--- config.mk ---
export PLATFORM = sky130hd
export DESIGN_NAME = display_scan_ctrl_flat
export DESIGN_NICKNAME = d
export VERILOG_FILES = /design/src/rtl/display_scan_ctrl_if.sv /design/src/rtl/display_scan_ctrl.sv /design/src/flat_wrapper.sv
export SDC_FILE = /design/constraint.sdc
export NUM_CORES = 1
export LEC_CHECK = 0
export ABC_CLOCK_PERIOD_IN_PS = 2300
export BUFFER_PORTS_ARGS = -buffer_cell sky130_fd_sc_hd__clkbuf_2
export CAP_MARGIN = 5
export CORE_ASPECT_RATIO = 1.75
export CORE_UTILIZATION = 45
export DETAILED_ROUTE_END_ITERATION = 8
export PLACE_DENSITY = 0.74
export REMOVE_ABC_BUFFERS = 1
export SLEW_MARGIN = 20
export SYNTH_ARGS = -nofsm -noshare
export SYNTH_HDL_FRONTEND = slang
export SYNTH_SLANG_ARGS = --single-unit
--- constraint.sdc ---
create_clock -name clk -period 2.3 [get_ports clk]
set_clock_uncertainty 0.05 [all_clocks]
set_input_delay 0.23 -clock clk [delete_from_list [all_inputs] [get_ports clk]]
set_output_delay 0.23 -clock clk [all_outputs]
set_load 0.005 [all_outputs]
--- src/rtl/display_scan_ctrl_if.sv ---
// Bus between the calculator result path and the scan controller.
// The master side supplies values and options; the slave side drives the display pins.
interface display_scan_ctrl_if #(
    parameter int N_DIGITS = 4
);
    logic                    load;
    logic [4*N_DIGITS-1:0]   bcd_in;
    logic [N_DIGITS-1:0]     dp_in;
    logic                    lz_blank;
    logic [3:0]              bcd_out;
    logic [N_DIGITS-1:0]     an;
    logic                    dp;
    logic                    load_ack;
    logic                    frame_tick;

    modport master (
        output load, bcd_in, dp_in, lz_blank,
        input  bcd_out, an, dp, load_ack, frame_tick
    );

    modport slave (
        input  load, bcd_in, dp_in, lz_blank,
        output bcd_out, an, dp, load_ack, frame_tick
    );
endinterface

--- src/rtl/display_scan_ctrl.sv ---
// Time-multiplexed scan controller for an N-digit common-anode 7-segment display.
// Each slot starts with a blanking gap, and new values are committed only at frame boundaries.
module display_scan_ctrl #(
    parameter int N_DIGITS  = 4,
    parameter int PRESCALE  = 50000,
    parameter int BLANK_CYC = 16
) (
    input  logic                clk,
    input  logic                reset,
    display_scan_ctrl_if.slave  bus
);
    localparam int CW = $clog2(PRESCALE);
    localparam int IW = $clog2(N_DIGITS);
    localparam int VW = 4 * N_DIGITS;
    localparam logic [CW-1:0] CNT_MAX  = CW'(PRESCALE - 1);
    localparam logic [CW-1:0] CNT_SHOW = CW'(BLANK_CYC);
    localparam logic [IW-1:0] IDX_MAX  = IW'(N_DIGITS - 1);

    typedef enum logic {BLANK, SHOW} slot_state_t;

    slot_state_t          st, st_n;
    logic [CW-1:0]        cnt, cnt_n;
    logic [IW-1:0]        idx, idx_n;
    logic [VW-1:0]        pend_val, pend_val_n, act_val, act_val_n;
    logic [N_DIGITS-1:0]  pend_dp, pend_dp_n, act_dp, act_dp_n;
    logic                 pend_flag, pend_flag_n;
    logic                 frame_end;
    logic [N_DIGITS-1:0]  zero_run;
    logic [3:0]           digit;

    logic [3:0]           bcd_q, bcd_n;
    logic [N_DIGITS-1:0]  an_q, an_n;
    logic                 dp_q, dp_n, ack_q, ack_n, tick_q, tick_n;

    always_comb begin
        frame_end = (cnt == CNT_MAX) && (idx == IDX_MAX);
        cnt_n     = cnt + CW'(1);
        idx_n     = idx;
        if (cnt == CNT_MAX) begin
            cnt_n = '0;
            idx_n = (idx == IDX_MAX) ? '0 : idx + IW'(1);
        end

        st_n = st;
        case (st)
            BLANK:   if (cnt_n == CNT_SHOW) st_n = SHOW;
            SHOW:    if (cnt == CNT_MAX)    st_n = BLANK;
            default: st_n = BLANK;
        endcase

        pend_val_n  = pend_val;
        pend_dp_n   = pend_dp;
        pend_flag_n = pend_flag;
        act_val_n   = act_val;
        act_dp_n    = act_dp;
        ack_n       = 1'b0;
        // A load landing on the boundary edge bypasses pending and wins over an older pending value.
        if (frame_end) begin
            if (bus.load) begin
                act_val_n = bus.bcd_in;
                act_dp_n  = bus.dp_in;
            end else if (pend_flag) begin
                act_val_n = pend_val;
                act_dp_n  = pend_dp;
            end
            ack_n       = bus.load | pend_flag;
            pend_flag_n = 1'b0;
        end else if (bus.load) begin
            pend_val_n  = bus.bcd_in;
            pend_dp_n   = bus.dp_in;
            pend_flag_n = 1'b1;
        end

        // zero_run[i]: digits i..N_DIGITS-1 of the value about to be shown are all zero.
        zero_run = '0;
        for (int unsigned i = 0; i < N_DIGITS; i++) begin
            zero_run[i] = ((act_val_n >> (4 * i)) == '0);
        end
        digit = 4'(act_val_n >> (4 * idx_n));
        if (bus.lz_blank && (idx_n != '0) && zero_run[idx_n]) digit = 4'hF;

        // Outputs are registered from next-cycle state so they line up with cnt/idx.
        an_n  = '1;
        bcd_n = 4'hF;
        dp_n  = 1'b1;
        if (st_n == SHOW) begin
            an_n[idx_n] = 1'b0;
            bcd_n       = digit;
            dp_n        = ~act_dp_n[idx_n];
        end
        tick_n = (cnt_n == CNT_MAX) && (idx_n == IDX_MAX);
    end

    always_ff @(posedge clk) begin
        if (reset) begin
            st        <= BLANK;
            cnt       <= '0;
            idx       <= '0;
            pend_val  <= '0;
            pend_dp   <= '0;
            pend_flag <= 1'b0;
            act_val   <= '0;
            act_dp    <= '0;
            an_q      <= '1;
            bcd_q     <= 4'hF;
            dp_q      <= 1'b1;
            ack_q     <= 1'b0;
            tick_q    <= 1'b0;
        end else begin
            st        <= st_n;
            cnt       <= cnt_n;
            idx       <= idx_n;
            pend_val  <= pend_val_n;
            pend_dp   <= pend_dp_n;
            pend_flag <= pend_flag_n;
            act_val   <= act_val_n;
            act_dp    <= act_dp_n;
            an_q      <= an_n;
            bcd_q     <= bcd_n;
            dp_q      <= dp_n;
            ack_q     <= ack_n;
            tick_q    <= tick_n;
        end
    end

    assign bus.an         = an_q;
    assign bus.bcd_out    = bcd_q;
    assign bus.dp         = dp_q;
    assign bus.load_ack   = ack_q;
    assign bus.frame_tick = tick_q;
endmodule

--- src/flat_wrapper.sv ---
// flat-port wrapper written by rule: the top's interface ports become plain ports
module display_scan_ctrl_flat 
#(
    parameter int N_DIGITS  = 4,
    parameter int PRESCALE  = 50000,
    parameter int BLANK_CYC = 16
)
  (clk, reset, bus_load, bus_bcd_in, bus_dp_in, bus_lz_blank, bus_bcd_out, bus_an, bus_dp, bus_load_ack, bus_frame_tick);
  display_scan_ctrl_if #(.N_DIGITS(N_DIGITS)) bus_i ();
  input  logic clk;
  input  logic reset;
  input wire logic [$bits(bus_i.load)-1:0] bus_load;
  input wire logic [$bits(bus_i.bcd_in)-1:0] bus_bcd_in;
  input wire logic [$bits(bus_i.dp_in)-1:0] bus_dp_in;
  input wire logic [$bits(bus_i.lz_blank)-1:0] bus_lz_blank;
  output wire logic [$bits(bus_i.bcd_out)-1:0] bus_bcd_out;
  output wire logic [$bits(bus_i.an)-1:0] bus_an;
  output wire logic [$bits(bus_i.dp)-1:0] bus_dp;
  output wire logic [$bits(bus_i.load_ack)-1:0] bus_load_ack;
  output wire logic [$bits(bus_i.frame_tick)-1:0] bus_frame_tick;
  assign bus_i.load = bus_load;
  assign bus_i.bcd_in = bus_bcd_in;
  assign bus_i.dp_in = bus_dp_in;
  assign bus_i.lz_blank = bus_lz_blank;
  assign bus_bcd_out = bus_i.bcd_out;
  assign bus_an = bus_i.an;
  assign bus_dp = bus_i.dp;
  assign bus_load_ack = bus_i.load_ack;
  assign bus_frame_tick = bus_i.frame_tick;
  display_scan_ctrl #(.N_DIGITS(N_DIGITS), .PRESCALE(PRESCALE), .BLANK_CYC(BLANK_CYC)) u_core (.clk(clk), .reset(reset), .bus(bus_i));
endmodule
; After elaboration in Yosys (flattened, before gate mapping)
; Cells that the tools add are included.
[word_totals]
regBits = 71
latch_bits = 0
mem_bits_rw = 0
rom_bits = 0
input_bits = 24
out_inout_bits = 11
elab_cells = 62
n_memories = 0
[classes]
add_sub_neg = 2
multipliers = 0
div = 0
order_cmp = 2
n_eq_ne = 5
shift = 1
muxes = 18
bitwise = 6
n_reduce_logical = 15
[op_table]
columns = operator, n
row1 = $logic_not 16->1, 4
row2 = $mux 16, 4
row3 = $eq 16x16->1 const B, 2
row4 = $add 16x1->16 const B, 1
row5 = $eq 16x5->1 const B, 1
row6 = $shr 16x4->4, 1
row7 = $mux 4, 3
row8 = $reduce_or 2->1, 3
row9 = $logic_and 1x1->1, 5
row10 = $mux 1, 5
row11 = $bmux 1 s2, 2
row12 = $eq 2x2->1 const B, 2
row13 = $mux 2, 2
row14 = $not 1->1, 4
row15 = $not 4->4, 1
row16 = $lt 2x3->1 const B, 1
row17 = $reduce_or 3->1, 1
row18 = $add 2x1->2 const B, 1
row19 = $demux 1 s2, 1
row20 = $ge 2x1->1 const B, 1
row21 = $pmux 1 s2, 1
row22 = $reduce_and 2->1, 1
row23 = $reduce_bool 2->1, 1
row24 = $or 1x1->1, 1

; Longest topological paths before layout
; Gate-level depths: netlist (run 1).
[depth]
word_depth = 8
mapped_depth = 11
mapped_depth_nobuf = 8

; Least setup slack after synthesis (run 1)
; No wires, ideal clock.
[synth_timing]
path_kind = register to register
from = reg u_core.cnt[0]
to = reg u_core.bcd_q[3] (netlist: u_core.bus.bcd_out[3])
setup_time_ns = 0.079
arrival_ns = 2.112
required_time_ns = 2.171
path_slack_ns = 0.059
path_stages_with_launch = 8
path_buffers = 0
period_less_slack_ns = 2.241
cell_sequence = dfxtp_1 > ha_1 > and3_1 > nand4_1 > mux2i_2 > mux2_2 > mux2_2 > o211ai_1
[synth_via]
elab_chain_cells = 8
word_cells_on_any_way = 22
classes_between = 1 x add/sub / 2 x eq/ne / 1 x shift / 8 x mux / 1 x bitwise / 9 x reduce/logical
[synth_rtl]
columns = item, line
row1 = start: declaration, display_scan_ctrl.sv:22  ; logic [CW-1:0] cnt, cnt_n;
row2 = start signal: assignment, display_scan_ctrl.sv:111  ; cnt <= cnt_n;
row3 = branches (longest 8 deep; another with $add 16x1->16), n/a
row4 = end signal: assignment, display_scan_ctrl.sv:119  ; bcd_q <= bcd_n;
row5 = end: declaration, display_scan_ctrl.sv:31  ; logic [3:0] bcd_q, bcd_n;
; Parallel ways; which one is timed is not known. The select of a mux whose other input is x is not followed.
; A chain may end at the register's enable or synchronous reset.

; Worst setup path in the final report (run 1)
[layout_timing]
from = reg u_core.cnt[0]
to = reg u_core.bcd_q[1] (netlist: u_core.bus.bcd_out[1])
; Same word-level chain as after synthesis.

==> results of run 1 <==
==> per-stage QoR <==
stage / TNS (ns) / hold slack (ns)
detailed placement: -0.08231 / 0.3967
global route: -0.4319 / 0.08721
finish: -0.02043 / 0.08442
floorplan: -2.636 / 0.2467
CTS: 0 / 0.08149
global placement: -0.03334 / 0.3933
==> placed cells by master (no fill, tap or decap), types with 5 or more instances in the layout <==
cell type and count:
a21oi_1 28, nand4_1 11, nand3_1 35, and3_1 9, a32oi_1 14, clkbuf_16 9, o211ai_1 7, o21ai_0 10
buf_4 41, nor4_1 6, nor3_1 6, dfxtp_1 67, nand2b_1 5, nand2_1 66, nor2_1 28, clkbuf_2 34
xnor2_1 9, a31oi_1 15
==> tightest hold or removal path, stage by stage <==
cell and delay, ns:
clkbuf_2 0.08, nand2_1 0.05, a21oi_1 0.05
==> synth_stat cells (2+ instances only) <==
cell,number
nand2b_1,5
nand3b_1,4
a21oi_1,29
a21o_1,2
xnor2_1,9
mux2_2,2
a32oi_1,14
inv_1,4
buf_2,11
dfxtp_1,71
and4_1,3
clkbuf_1,16
ha_1,3
nand3_1,37
xor2_1,3
buf_6,3
mux2i_1,5
nor4_2,2
nor2_1,28
nand2_1,66
nor2b_1,2
nor3_1,6
nand4_1,11
and2_1,3
and4b_1,2
o211ai_1,7
a31oi_1,15
a211oi_1,4
nor4_1,8
o21ai_0,11
and3_1,9
==> where the power goes <==
part	internal, mW	switching (mW)	leakage (nW)	total, mW
sequential	1.26	0.0151	0.579	1.27
combinational	0.0557	0.0943	0.908	0.150
clock	0.814	0.487	0.136	1.30
==> per-layer routing <==
metal	vias up	global-route usage [%]
li1	1610	-
met1	1589	27.39
met2	101	47.00
met3	21	4.688
met4	0	13.48
met5	-	0
==> final cells by class <==
cell class	count	area (sq um)	area share, %
Tap cell	86	107.6	2.538
Sequential cell	71	1426	33.64
Multi-Input combinational cell	304	1878	44.29
Clock buffer	15	277.8	6.551
Timing Repair Buffer	79	535.5	12.63
Inverter	4	15.01	0.3541
==> how the worst max path moves through the flow <==
stage                              from                                to  depth (start not counted)
2_1_floorplan  u_core.cnt[0]$_SDFF_PP0_  u_core.bus.bcd_out[3]$_SDFF_PP1_                          8
5_1_grt        u_core.cnt[1]$_SDFF_PP0_  u_core.bus.bcd_out[1]$_SDFF_PP1_                         10
3_5_place_dp   u_core.cnt[7]$_SDFF_PP0_  u_core.bus.frame_tick$_SDFF_PP0_                          8
6_report       u_core.cnt[0]$_SDFF_PP0_  u_core.bus.bcd_out[1]$_SDFF_PP1_                         10
3_3_place_gp   u_core.cnt[6]$_SDFF_PP0_  u_core.bus.frame_tick$_SDFF_PP0_                          8
4_1_cts        u_core.cnt[0]$_SDFF_PP0_  u_core.bus.bcd_out[2]$_SDFF_PP1_                          9
==> repair_timing <==
action                                  CTS  global route
buffers inserted                          1             2
gates resized for setup                   6            20
endpoints found under the setup margin    5            10
pin swaps                                 2             5
==> flip-flops by register name, summed over array words and instances, names as in the netlist, 2 cells and up <==
| name | flops |
|---|---|
| u_core.act_dp | 4 |
| u_core.act_val | 16 |
| u_core.bus.an | 4 |
| u_core.cnt | 16 |
| u_core.bus.bcd_out | 4 |
| u_core.idx | 2 |
| u_core.pend_dp | 4 |
| u_core.pend_val | 16 |
==> cell families after synthesis <==
logic type	count (synthesis)	synth area share, %
AND/OR/NAND/NOR	192	28.90
AO/OA/AOI/OAI	89	17.18
buffers and inverters	36	5.173
XOR/XNOR	12	3.104
flip-flops	71	41.98
adder cells (fa/ha/maj)	3	1.109
multiplexers	8	2.550
==> results.yml, run 1 <==
outcome:
  violations: "negative setup slack"
  status: "finished, violations left"
run:
  maxCapViolCount: 0
clock_tree:
  cts_tree: "yes"
  cts.sinks: 71
  worst_skew_pair.late_latency_ns: 0.33
  clk_pin_slew_worst_paths_ns: 0.06
  root_buffer: "clkbuf_16"
  cts_buffers: 9
  holdBufCountCts: 0
  clock_path_buffers: 2
  htree_levels: 3
logic_synthesis:
  syn_area_per_cell_sq_um: 8.238
  async_flop_share_pct: 0
  syn_area_sq_um: 3386
  yosys-top-cells-area: "dfxtp_1 42%, nand2_1 7.3%, nand3_1 5.5%, a21oi_1 4.3%, a32oi_1 3.6%"
  ys.flop_type: "dfxtp_1"
  yosys_warnings: 0
  yosysTopAreaCell: "dfxtp_1"
  synth_seq_cells: 71
  synthDistinctLibCells: 47
  synth_top_area_share_pct: 41.98
  syn_inst: 411
  ys_seq_area_share_pct: 41.98
  synth-edff-count: 0
detailed_routing:
  drt-total-wl_mm: 9.575
  wl_per_cell_um: 17.13
  ant_nets: 0
  maxUsedRoutingLayer: "met4"
  routed_via_density: 5.941
  drt-initial-drc-count: 140
  drcViolationCount: 0
  wl_met3_um: 394
  via_count: 3321
  wl_met1_mm: 3.623
  first_pass_iters: 4
  met2WireLength_mm: 5.279
worst_setup_path:
  worstPathMaxFanout: 9
  required_ns: 2.43
  crit_path_end_kind: "flip-flop"
  path_buf_inv: 2
  slowest_delay_ns: 0.34
  cpLargestDelayFamily: "simple AND/OR/NAND/NOR gates"
  reg2reg_depth: 10
  startpoint_type: "flip-flop"
  crit_arrival_ns: 2.45
  critical_path_class: "flip-flop to flip-flop"
  rrSetupSlack_ns: -0.02
  path_cells: "ha_2 -> and3_1 -> nand4_1 -> mux2i_1 -> buf_4 -> buf_4 -> nand4_1 -> o21ai_0 -> a21o_1 -> o211ai_1"
  reg2reg_to: "u_core.bus.bcd_out[1]$_SDFF_PP1_"
  r2r-start: "u_core.cnt[0]$_SDFF_PP0_"
  cp_slowest_cell: "dfxtp_2"
final_layout:
  fin_area_sq_um: 4240
  finish.utilization_pct: 58.62
  syn2layout_area_growth_pct: 25.24
  fin_nets: 496
  stdcell_count: 559
  fill_cells: 641
  antenna_cells: 0
  layout-drive-gt1-share_pct: 25.16
grt:
  grt_pass1_vias: 3277
  grt_use_total_pct: 25.95
  grt_overflow: 0
  grt_max_degree: 49
  grt_antenna_before_repair: 0
  grt_pass1_wl_mm: 15.22
die:
  pin_count: 35
  die_h_um: 116.7
  die-area_sq_um: 7888
  die_w_um: 67.57
  core_area_sq_um: 7233
  std_cell_rows: 41
  initial_core_util_pct: 46.81
timing:
  worst_pin_slew_ns: 0.7972
  max_freq_mhz: 431.0
  final.min_clock_period_ns: 2.320
  final-setup-viol-count: 1
  post-route-period-util_pct: 100.9
  finalHoldViolations: 0
  slew_headroom_pct: 46.85
  slew_viol_final: 0
  fin_ws_ns: -0.02043
  rsz0062_at_grt: "yes"
placed_design:
  dpl.hpwl_mm: 6.725
  dpl.cell_count: 541
  place_ws_ns: -0.08231
  place.gp.congestion: 0.9070
  place_area_sq_um: 3831
  place.port_buffers: 34
min_path:
  min_path_type: "input pin to flip-flop"
  worstHoldPathCells: 3
  worstHoldStart: "bus_dp_in[3]"
  hold_end: "u_core.pend_dp[3]$_SDFFE_PP0P_"
pwr:
  p_leak_nw: 1.622
  power_density_nw_per_um2: 641.9
  ir_worst_vdd_mv: 0.3480
  p_total_mw: 2.722
(Power assumes the default switching activity.)
==> inputs of run 2 (changes only) <==
--- a/config.mk
+++ b/config.mk
@@ -11,7 +11,7 @@
 export CORE_ASPECT_RATIO = 1.75
 export CORE_UTILIZATION = 45
 export DETAILED_ROUTE_END_ITERATION = 8
-export PLACE_DENSITY = 0.74
+export PLACE_DENSITY_LB_ADDON = 0.08
 export REMOVE_ABC_BUFFERS = 1
 export SLEW_MARGIN = 20
 export SYNTH_ARGS = -nofsm -noshare
==> run 2 against run 1 <==
Maximum frequency down 0.55%. The flow still finishes with violations (negative setup slack). Power is 3.6% higher. Final area rose by 4.2%. Sequential share of layout area shrank 1.3 points. Flip-flop and latch count is the same. Wire length grew 7.6%. Register-to-register slack hardly changed. Highest routed layer unchanged. Global-route usage is 1.2 points higher. Sequential power barely moved. Final cell count is 2.1% higher. Clock power is 7% higher. Worst hold slack worse by 0.0052 ns.
==> results.yml, run 2 (synthesis results as in run 1) <==
die:
  core_area_sq_um: 7233
  pin_count: 35
  initial_core_util_pct: 46.81
  die_w_um: 67.57
  die-area_sq_um: 7888
  die_h_um: 116.7
  std_cell_rows: 41
worst_setup_path:
  critical_path_class: "flip-flop to flip-flop"
  worstPathMaxFanout: 7
  reg2reg_depth: 9
  startpoint_type: "flip-flop"
  rrSetupSlack_ns: -0.03
  crit_path_start: "u_core.cnt[1]$_SDFF_PP0_"
  crit_path_end_kind: "flip-flop"
  required_ns: 2.49
  cp-endpoint: "u_core.bus.bcd_out[1]$_SDFF_PP1_"
  crit_arrival_ns: 2.53
  reg2reg_to: "u_core.bus.bcd_out[1]$_SDFF_PP1_"
  r2r-start: "u_core.cnt[1]$_SDFF_PP0_"
final_layout:
  layout-drive-gt1-share_pct: 28.66
  syn2layout_area_growth_pct: 30.49
  antenna_cells: 0
  final_common_cell: "nand2_1"
  fin_nets: 507
  fin_area_sq_um: 4418
  layout.cells.most_common_list: "66 x nand2_1, 65 x dfxtp_1, 51 x buf_4"
  top_regs: "u_core.act_val x16, u_core.cnt x16, u_core.pend_val x16"
timing:
  rsz0062_at_grt: "yes"
  finalSetupTns_ns: -0.03319
  slew_viol_final: 0
  slew_headroom_pct: 46.01
  max_freq_mhz: 428.6
  worst_pin_slew_ns: 0.8098
  fin_ws_ns: -0.03319
  post-route-period-util_pct: 101.4
  final-setup-viol-count: 1
  finalHoldViolations: 0
  hold_ws_ns: 0.07921
  final.min_clock_period_ns: 2.333
clock_tree:
  clock_path_buffers: 2
  root_buffer: "clkbuf_16"
  holdBufCountCts: 0
  htree_levels: 3
  clk_pin_slew_worst_paths_ns: 0.06
  cts.sinks: 71
  worst_skew_pair.late_latency_ns: 0.34
  cts_tree: "yes"
  cts_buffers: 9
detailed_routing:
  ant_nets: 0
  wl_per_cell_um: 18.04
  drcViolationCount: 0
  drt-total-wl_mm: 10.30
  first_pass_iters: 5
  drt-initial-drc-count: 130
  routed_via_density: 5.835
  via_count: 3332
placed_design:
  place.gp.congestion: 0.8865
  dpl.hpwl_mm: 7.004
  place.port_buffers: 34
  place_area_sq_um: 3865
pwr:
  p_comb_share_pct: 5.4
  p_sw_share_pct: 22.63
  p_clk_share_pct: 49.4
  ir_worst_vdd_mv: 0.5138
  p_int_mw: 2.181
  power_density_nw_per_um2: 638.2
  power.switching_uw: 638.0
  power_frac_seq_pct: 45.3
  p_leak_nw: 1.711
min_path:
  worstHoldStart: "bus_bcd_in[5]"
  min_path_type: "input pin to flip-flop"
grt:
  grt_overflow: 0
  grt_max_degree: 49
  grt_pass1_wl_mm: 15.46
  grt_use_total_pct: 27.14
  grt_antenna_before_repair: 0
  grt_pass1_vias: 3179
run:
  maxCapViolCount: 0
outcome:
  violations: "negative setup slack"
  status: "finished, violations left"
-- run 2: cell types whose count changed in the layout (fill, tap and decap cells not counted), moves of 2 or more --
cell	before	now
clkbuf_1	3	1
dfxtp_1	67	65
clkbuf_8	3	1
buf_4	41	51
dfxtp_2	4	6
clkinvlp_4	0	3
-- run 2: final cells by class --
cell class,instances,area [sq um]
clock inverters,5,57.56
flip-flops and latches,71,1429
well taps,86,107.6
multi-input cells,304,1913
inverters,4,15.01
repair buffers,90,653.1
clock buffers,11,242.7
fillers,651,2815
-- run 2: per-stage QoR --
stage                     power (mW)  worst slack (ns)  utilization, %  std cells
after floorplan                1.352           -0.5473               -        379
after global placement         1.445          0.009814           53.43        545
after detailed placement       1.448          -0.07402           53.43        545
after CTS                      2.840          0.006213           58.95        567
after global routing           2.910           -0.1112           61.08        571
final                          2.819          -0.03319           61.08        571
-- run 2: worst min path at each step --
stage               slack [ns]  depth (start not counted)                         endpoint
finish                    0.08                          3  u_core.pend_val[5]$_SDFFE_PP0P_
CTS                       0.07                          3   u_core.pend_dp[1]$_SDFFE_PP0P_
global route              0.08                          3  u_core.pend_val[5]$_SDFFE_PP0P_
global placement          0.39                          2  u_core.pend_val[4]$_SDFFE_PP0P_
floorplan                 0.25                          1         u_core.cnt[1]$_SDFF_PP0_
detailed placement        0.39                          2  u_core.pend_val[4]$_SDFFE_PP0P_
-- run 2: power by group through the flow --
stage                     Clock [mW]  Sequential [mW]  Combinational, mW
after floorplan                    0             1.30             0.0554
after global routing            1.46             1.28              0.167
final                           1.39             1.28              0.151
after CTS                       1.42             1.27              0.150
after global placement             0             1.30              0.146
after detailed placement           0             1.30              0.148
-- run 2: worst max-delay path: stages (launching register included) --
cell	delay (ns)
dfxtp_2	0.33
ha_2	0.20
and4_4	0.24
and4_4	0.29
buf_12	0.15
mux2i_4	0.23
nand3_2	0.12
nor4b_4	0.28
a21oi_2	0.12
o211ai_1	0.22
-- run 2: layer usage --
metal  track usage [%]  routed length [um]  share of wire, %  vias to the layer above
li1                  -                   -                 -                     1637
met1             27.30                3860                37                     1577
met2             50.83                5734                56                       89
met3             5.957                 382               3.7                       29
met4             12.20                 322               3.1                        0
met5                 0                   0                 0                        -
-- run 2: timing repair --
action                                  4_1_cts  5_1_grt
resized for setup                             8       25
buffers inserted                              5        3
pin swaps                                     2       10
endpoints found under the setup margin        4       11
cloned                                        1        1
